## src/rtl/mux_sel_scanner.sv

```systemverilog
// mux_sel_scanner: round-robin scanner for an external 8:1 mux. It drives
// sel, waits SETTLE_CYCLES, then captures mux_data and offers it downstream.
// Ports:
//   clk, rst       clock, synchronous active-high reset
//   req[7:0]       per-channel level requests
//   mux_data       data returned by the external mux for the current sel
//   sel[2:0]       registered select driven to the external mux
//   ack[7:0]       one-hot pulse marking the channel just captured
//   out_data/out_ch/out_valid/out_ready  valid/ready output word
module mux_sel_scanner #(
   parameter int WIDTH         = 8,
   parameter int SETTLE_CYCLES = 1
) (
   input  logic             clk,
   input  logic             rst,
   input  logic [7:0]       req,
   input  logic [WIDTH-1:0] mux_data,
   output logic [2:0]       sel,
   output logic [7:0]       ack,
   output logic [WIDTH-1:0] out_data,
   output logic [2:0]       out_ch,
   output logic             out_valid,
   input  logic             out_ready
);

   typedef enum logic [1:0] {
      IDLE   = 2'd0,
      SETTLE = 2'd1,
      OFFER  = 2'd2
   } state_t;

   localparam logic [3:0] LAST_CNT = 4'(SETTLE_CYCLES - 1);

   state_t           state;
   state_t           state_nxt;
   logic [3:0]       cnt;
   logic [3:0]       cnt_nxt;
   logic [2:0]       last_grant;
   logic [2:0]       last_nxt;
   logic [2:0]       sel_nxt;
   logic [7:0]       ack_nxt;
   logic [WIDTH-1:0] data_nxt;
   logic [2:0]       ch_nxt;
   logic             valid_nxt;

   logic [2:0]       base;
   logic [2:0]       grant;
   logic [2:0]       idx;
   logic             found;
   logic             req_any;
   logic             hs;

   assign req_any = |req;
   assign hs      = out_valid && out_ready;

   // In the handshake cycle last_grant is about to become out_ch, so the
   // search starts from out_ch to see the updated priority this cycle.
   assign base = (state == OFFER) ? out_ch : last_grant;

   always_comb begin
      grant = base;
      found = 1'b0;
      idx   = '0;
      for (int i = 1; i <= 8; i++) begin
         idx = base + 3'(i);
         if (!found && req[idx]) begin
            grant = idx;
            found = 1'b1;
         end
      end
   end

   always_comb begin
      state_nxt = state;
      cnt_nxt   = cnt;
      sel_nxt   = sel;
      last_nxt  = last_grant;
      ack_nxt   = '0;
      data_nxt  = out_data;
      ch_nxt    = out_ch;
      valid_nxt = out_valid;
      unique case (state)
         IDLE: begin
            if (req_any) begin
               sel_nxt   = grant;
               cnt_nxt   = '0;
               state_nxt = SETTLE;
            end
         end
         SETTLE: begin
            if (cnt == LAST_CNT) begin
               data_nxt  = mux_data;
               ch_nxt    = sel;
               valid_nxt = 1'b1;
               ack_nxt   = 8'b1 << sel;
               state_nxt = OFFER;
            end else begin
               cnt_nxt = cnt + 4'd1;
            end
         end
         OFFER: begin
            if (hs) begin
               last_nxt  = out_ch;
               valid_nxt = 1'b0;
               if (req_any) begin
                  sel_nxt   = grant;
                  cnt_nxt   = '0;
                  state_nxt = SETTLE;
               end else begin
                  state_nxt = IDLE;
               end
            end
         end
         default: state_nxt = IDLE;
      endcase
   end

   always_ff @(posedge clk) begin
      if (rst) begin
         state      <= IDLE;
         cnt        <= '0;
         sel        <= '0;
         last_grant <= 3'd7;
         ack        <= '0;
         out_data   <= '0;
         out_ch     <= '0;
         out_valid  <= 1'b0;
      end else begin
         state      <= state_nxt;
         cnt        <= cnt_nxt;
         sel        <= sel_nxt;
         last_grant <= last_nxt;
         ack        <= ack_nxt;
         out_data   <= data_nxt;
         out_ch     <= ch_nxt;
         out_valid  <= valid_nxt;
      end
   end

endmodule

```

## config.mk

```make
export PLATFORM = sky130hd
export DESIGN_NAME = mux_sel_scanner
export DESIGN_NICKNAME = d
export VERILOG_FILES = /design/src/rtl/mux_sel_scanner.sv
export SDC_FILE = /design/constraint.sdc
export NUM_CORES = 1
export LEC_CHECK = 0
export ABC_AREA = 1
export CORE_MARGIN = 4
export CORE_UTILIZATION = 54
export CTS_BUF_LIST = sky130_fd_sc_hd__clkbuf_2 sky130_fd_sc_hd__clkbuf_4 sky130_fd_sc_hd__clkbuf_8
export CTS_CLUSTER_DIAMETER = 60
export DETAILED_ROUTE_END_ITERATION = 8
export GPL_TIMING_DRIVEN = 0
export PLACE_DENSITY_LB_ADDON = 0.08
export SYNTH_ARGS = -nofsm -noshare
export SYNTH_HDL_FRONTEND = slang
export SYNTH_SLANG_ARGS = --single-unit
```

## constraint.sdc

```tcl
create_clock -name clk -period 3.55 [get_ports clk]
set_clock_uncertainty 0.15 [all_clocks]
set_input_delay 1.065 -clock clk [delete_from_list [all_inputs] [get_ports clk]]
set_output_delay 1.065 -clock clk [all_outputs]
set_load 0.05 [all_outputs]
```

Word level (Yosys, flattened, before mapping)
Index checks and enable logic that the tools add are counted.

Flip-flop bits (word level): 32. Bits of input ports: 19. Output and inout bits: 23. Logic and storage cells: 108.

$add $sub $neg: 8. $lt $le $gt $ge: 8. Equal/unequal tests: 6. Shifts and indexed selects: 1. Mux-type cells: 47. Bitwise operators: 2. Reduce and logical (&&, ||, !) cells: 28.

Operators with widths (count): 2-to-1 mux 3 bit (11); < comparator 3 x 4 -> 1 bit, second input constant (8); binary-select mux 1 bit (select 3 bit) (8); 2-to-1 mux 1 bit (18); adder 3 bit, second input constant (4); 2-to-1 mux 4 bit (3); one-hot mux 4 bit (3 select lines) (1); AND reduction 3 bit (3); logical AND 1 bit (8); inequality test 2 bit, second input constant (4); OR reduction 8 bit (1); << shifter 1 x 3 -> 8 bit, first input constant (1); zero test 1 bit (7); adder 3 x 2 -> 3 bit, second input constant (2); 2-to-1 mux 2 bit (3); one-hot mux 2 bit (3 select lines) (1); one-hot mux 3 bit (2 select lines) (1); AND reduction 2 bit (3); adder 4 x 1 -> 4 bit, second input constant (1); zero test 4 bit (1); nonzero test 2 bit (2); adder 3 x 1 -> 3 bit, second input constant (1); nonzero test 3 bit (1); OR reduction 3 bit (1); 5 further kinds (6).

Logic depth before layout (Yosys ltp)
Depth in word-level cells: 30. Gate-level depth with buffers: 25. Mapped depth without buffers: 24.

Least setup slack after synthesis
No wires, ideal clock.

Path type: reg-to-reg. From: reg out_ch[0]. To: reg sel[2]. Library setup time: 0.113 ns. Data arrival time: 2.570 ns. Data required time: 3.287 ns. Path slack: 0.717 ns. Stages on the path, launching flop included: 24. Buffers on the path: 1. Clock period less this slack: 2.833 ns. Path through: dfxtp_1 > nand3_1 > nand2_2 > buf_6 > ha_1 > inv_1 > nand2_1 > nand2_4 > inv_1 > nand3_2 > nand2_4 > nand2_4 > nor2_4 > nand2_4 > nor2_2 > nand2_1 > nand2_1 > inv_1 > nand2_1 > nand2_1 > nand2_1 > nand2_1 > nand2_1 > nand2_1.

Cells in the longest elaborated chain, start to end: 29. Elaborated cells on any way between the ends: 56. Those cells by class: add/sub (7); mux (35); reduce/logical (14).

Ends and longest elaborated chain: start: declaration (RTL line 21) `output logic [2:0] out_ch,`; start signal: assignment (RTL line 135) `out_ch <= ch_nxt;`; 2-to-1 mux 3 bit (*) (RTL line 58) `assign base = (state == OFFER) ? out_ch : last_grant;`; adder 3 x 1 -> 3 bit (RTL line 65) `idx = base + 3'(i);`; binary-select mux 1 bit (select 3 bit) (RTL line 66) `if (!found && req[idx]) begin`; 2-to-1 mux 1 bit (not written as such) (RTL line 66); 2-to-1 mux 1 bit (RTL line 66); zero test 1 bit (RTL line 66); logical AND 1 bit (RTL line 66); 2-to-1 mux 1 bit (RTL line 66); (+13 left out); logical AND 1 bit (RTL line 66); 2-to-1 mux 1 bit (RTL line 66); zero test 1 bit (RTL line 66); logical AND 1 bit (RTL line 66); 2-to-1 mux 3 bit (*) (RTL line 66); 2-to-1 mux 3 bit (*) (RTL line 84, 105); 2-to-1 mux 3 bit (RTL line 102) `if (hs) begin`; one-hot mux 3 bit (2 select lines) (*) (RTL line 82) `unique case (state)`; end signal: assignment (RTL line 131) `sel <= sel_nxt;`; end: declaration (RTL line 18) `output logic [2:0] sel,`.

Mark *: on every way between the ends. The rest lies on a longest branch, timed or not. The select of a mux whose other input is x is not followed. A chain may end at the register's enable or synchronous reset.

Worst setup path after layout
From: reg state[0]. To: reg sel[2].

Cells in the longest elaborated chain, start to end: 30. Elaborated cells on any way between the ends: 61. Those cells by class: add/sub (7); eq/ne (2); mux (35); reduce/logical (17).

Ends and longest elaborated chain: start: declaration (RTL line 34) `state_t state;`; start signal: assignment (RTL line 129) `state <= state_nxt;`; == test 2 bit (RTL line 58, 82); 2-to-1 mux 3 bit (RTL line 58); adder 3 x 1 -> 3 bit (RTL line 65); binary-select mux 1 bit (select 3 bit) (RTL line 66); 2-to-1 mux 1 bit (not written as such) (RTL line 66); 2-to-1 mux 1 bit (RTL line 66); zero test 1 bit (RTL line 66); logical AND 1 bit (RTL line 66); (+14 left out); logical AND 1 bit (RTL line 66); 2-to-1 mux 1 bit (RTL line 66); zero test 1 bit (RTL line 66); logical AND 1 bit (RTL line 66); 2-to-1 mux 3 bit (RTL line 66); 2-to-1 mux 3 bit (RTL line 84, 105); 2-to-1 mux 3 bit (RTL line 102); one-hot mux 3 bit (2 select lines) (RTL line 82).

Parallel ways exist; a longest one is shown, timed or not. The select of a mux whose other input is x is not followed.

==> results.txt <==
* Total iterations of the first detailed-routing run: 6
- Count leader, synth: sky130_fd_sc_hd__nand2_1
- Area grow syn2layout: 25.87%
* Outcome: complete, no violations
* Largest cells by area after synthesis: sky130_fd_sc_hd__dfxtp_1 (30%), sky130_fd_sc_hd__nand2_1 (18%), sky130_fd_sc_hd__nand3_1 (9.3%), sky130_fd_sc_hd__inv_1 (7.5%), sky130_fd_sc_hd__nor2_1 (5.6%)
* Worst Hold Class: flop to flop
- Half-perimeter wire length after detailed placement: 4252 um
* Total standard cell area after synthesis: 2157 um^2
- STA puts the critical path data required time at 3.58 ns.
- Largest net degree at the start of global routing: 11
* List of cells traversed by the critical path: inv_1, nand2_2, nand2_1, nand2_2, buf_6, ha_1, inv_1, nand3_1, nand3_1, nand2_4, nand2_4, nor2_4, nand2_4, nor2_2, nand2_1, nand2_1, inv_1, nand2_1, nand2_1, nand2_1, nand2_1, nand2_1, nand2_1
* CTS-repair resized insts: 0
* Critical path arrival: 3.10 ns
* CORE AREA: 3771 um^2
* CTS tree: done
- Setup repair after global routing left no endpoint under its margin.
- Slew at the pin closest to its max-slew limit: 0.5167 ns
* Antenna violations before repair: 0
* Setup violators final: 0
* Critical R2R Launch: state[0]
- For this configuration, the core starts out at a cell density of 0.5720.
- Critical path class: flop to flop
- In the routed layout, each cell is associated on average with a via count of 5.302.
* Number of flip-flops and latches in the synthesized netlist: 32
- CTS Sinks: 32
* Share of the synthesized area in the top cell type: 0.2970
- Routability congestion estimate from global placement: 0.9257
- In the synthesized netlist the dominant register cell turns out to be sky130_fd_sc_hd__dfxtp_1.
- Final Slew Violations: 0
- The routed design could run at a clock period as short as 3.070 ns.
- Remaining antenna violation count: 0
- The biggest area contributor in the post-synthesis netlist is sky130_fd_sc_hd__dfxtp_1.
- Tracing the worst setup path back leads to its startpoint at state[0].
- Number of nets at the end of the flow: 414
- The worst hold path begins at out_data[5].
* Final-layout fill cell count: 367
* Area of the die: 5069 um^2
- Dividing the synthesized area by the synthesized cell count gives 6.252 um^2.
* Most numerous cell types in the synthesized netlist: sky130_fd_sc_hd__nand2_1 (104), sky130_fd_sc_hd__inv_1 (43), sky130_fd_sc_hd__nand3_1 (40), sky130_fd_sc_hd__dfxtp_1 (32), sky130_fd_sc_hd__nor2_1 (32)
- Measured on the finished design, the core utilization comes to 0.7200.
- The worst setup path is launched from a flop.
* Largest driver fanout on the critical path: 10
- Num ports: 42
- STA classifies the critical path endpoint as a flop.
* Proportion of layout cells with a drive suffix above 1: 0.1043
- Final Hold Violating Endpoints: 0
- Setup TNS Final: 0 ns
* Total GRT Usage: 0.2245
- No sink is reached through more buffers than the 2 on the longest clock path.
- Detailed router's first-iteration violation count: 217
- Warning count from the yosys run: 0
- Std-Cell Rows: 22
* Input/output buffers: 40
- In the synthesized netlist, the number of instances is 345.
- Antenna cells: 0
- Count of hold buffers inserted by post-cts repair: 0
- Chip height: 71.20 um
- Clock-pin slew was measured on the worst setup and hold paths at 0.07 ns.
- Register area: 640.6 um^2
- Number of nets produced by synthesis: 367
* CTS root buffer: sky130_fd_sc_hd__clkbuf_8
* Post-CTS Setup Inserts: 0
- In the synthesized netlist the async set-or-reset flop fraction comes to 0.
- Wires add up to 5439 um.
- After global routing the overflow that remains totals 0.
* Number of synthesized flops with an enable pin: 0
- For this run, the top clock speed supported by timing is 325.7 MHz.
- After detailed routing, the number of remaining DRC violations is 0.
- Worst stage delay on the critical path: 0.41 ns
- In this run, CTS created clock tree buffers numbering 5.
- Among all stages on the critical path, the largest delay is contributed by sky130_fd_sc_hd__ha_1.
* Wire length of the first global-routing pass: 9425 um
* Clock network latency to the later pin of the worst-skew pair: 0.28 ns
- Via count of the first global-routing pass: 2,018
- Of the synthesized area, sequential elements account for 0.2970.
- Area of the multi-input gates: 1318 um^2
- The floorplan step set the die width to 71.20 um.
- Slew margin rel.: 0.6545
* DR vias: 2,338
* Detailed-route wire length per cell: 12.33 um
- The clock tree synthesis step divided the H-tree into 2 levels.
- Unique cell type count in the Yosys netlist: 29
- The most numerous cell type found on the critical path is sky130_fd_sc_hd__nand2_1.
* Max Cap Violations: 0
* Post-route fraction of the period consumed by the critical path: 0.8649
[cell type report]
type,instances,area share
well taps,48,0.02212
plain buffers,5,0.01244
clock inverters,1,0.002765
repair buffers,40,0.1475
flip-flops and latches,32,0.2359
clock buffers,7,0.03318
multi-input cells,264,0.4853
inverters,44,0.06083
[path summary, 6_finish.rpt]
| path | end | slack [ns] | depth (start not counted) |
|---|---|---|---|
| setup / recovery | sel[2] | 0.48 | 23 |
| hold / removal | out_data[5] | 0.34 | 2 |
| setup reg to reg | sel[2] | 0.48 | 23 |
| hold reg to reg | out_data[5] | 0.34 | 2 |
[per-stage QoR]
step | instances | hold slack, ns | cell area (um^2) | worst slack [ns]
detailed placement | 433 | 0.3227 | 2618 | 0.2440
global placement | 433 | 0.3148 | 2618 | 0.2780
CTS | 441 | 0.3379 | 2715 | 0.5051
global route | 441 | 0.3503 | 2715 | 0.09604
finish | 441 | 0.3351 | 2715 | 0.4796
floorplan | 345 | 0.3057 | 2157 | 0.7165
[cells in the final DEF, fill, tap and decap left out]
master | synthesis | layout
sky130_fd_sc_hd__nand2_1 | 104 | 104
sky130_fd_sc_hd__inv_1 | 43 | 43
sky130_fd_sc_hd__nand3_1 | 40 | 40
sky130_fd_sc_hd__clkdlybuf4s50_1 | 0 | 40
sky130_fd_sc_hd__nor2_1 | 32 | 32
sky130_fd_sc_hd__dfxtp_1 | 32 | 32
sky130_fd_sc_hd__o21ai_0 | 19 | 19
sky130_fd_sc_hd__nand2_2 | 13 | 13
sky130_fd_sc_hd__nor3_1 | 13 | 13
sky130_fd_sc_hd__a21oi_1 | 8 | 8
sky130_fd_sc_hd__nand2_4 | 7 | 7
sky130_fd_sc_hd__clkbuf_8 | 0 | 6
sky130_fd_sc_hd__nand4_1 | 3 | 3
sky130_fd_sc_hd__clkbuf_1 | 3 | 3
sky130_fd_sc_hd__o211ai_1 | 3 | 3
sky130_fd_sc_hd__nand3_2 | 3 | 3
sky130_fd_sc_hd__ha_1 | 3 | 3
sky130_fd_sc_hd__nor2_2 | 2 | 2
sky130_fd_sc_hd__buf_6 | 2 | 2
sky130_fd_sc_hd__nor2_4 | 2 | 2
sky130_fd_sc_hd__o31ai_1 | 2 | 2
sky130_fd_sc_hd__o221ai_1 | 2 | 2
sky130_fd_sc_hd__clkinv_1 | 1 | 1
sky130_fd_sc_hd__or2_2 | 1 | 1
sky130_fd_sc_hd__o21ai_4 | 1 | 1
sky130_fd_sc_hd__o21a_1 | 1 | 1
sky130_fd_sc_hd__nor3_2 | 1 | 1
sky130_fd_sc_hd__a21oi_2 | 1 | 1
sky130_fd_sc_hd__a21boi_0 | 1 | 1
sky130_fd_sc_hd__o21ai_1 | 1 | 1
sky130_fd_sc_hd__xnor2_1 | 1 | 1
sky130_fd_sc_hd__clkinvlp_4 | 0 | 1
sky130_fd_sc_hd__clkbuf_4 | 0 | 1
[layer usage]
layer / vias to the layer above / GRT usage / wire length, um
li1: 1202 / - / -
met4: 0 / 0.03132 / 23
met5: - / 0 / 0
met3: 5 / 0.03977 / 427
met1: 1034 / 0.3333 / 2588
met2: 97 / 0.3449 / 2400
[critical path, delay by kind of cell (launching register included)]
family / cells / cell delay [ns]
adders and majority gates: 1 / 0.41
DFF: 1 / 0.32
and+or+nand+nor: 18 / 1.57
buffers and inverters: 4 / 0.51
[sequential cells by signal, summed over array words and instances (netlist names)]
name        cells
out_valid       1
cnt             4
last_grant      3
ack             8
state           2
out_data        8
sel             3
out_ch          3
[cells by family (layout without fill, tap and decap cells)]
group / after synthesis / count (layout) / synth area share
buffers and inverters: 49 / 97 / 0.09222
adder cells (fa/ha/maj): 3 / 3 / 0.01740
flip-flops: 32 / 32 / 0.2970
AND/OR/NAND/NOR: 221 / 221 / 0.4803
AO/OA/AOI/OAI: 39 / 39 / 0.1091
XOR/XNOR: 1 / 1 / 0.004061
Power is not shown: default switching activity piles up to over one toggle a cycle in this logic, so the estimate is an artifact.
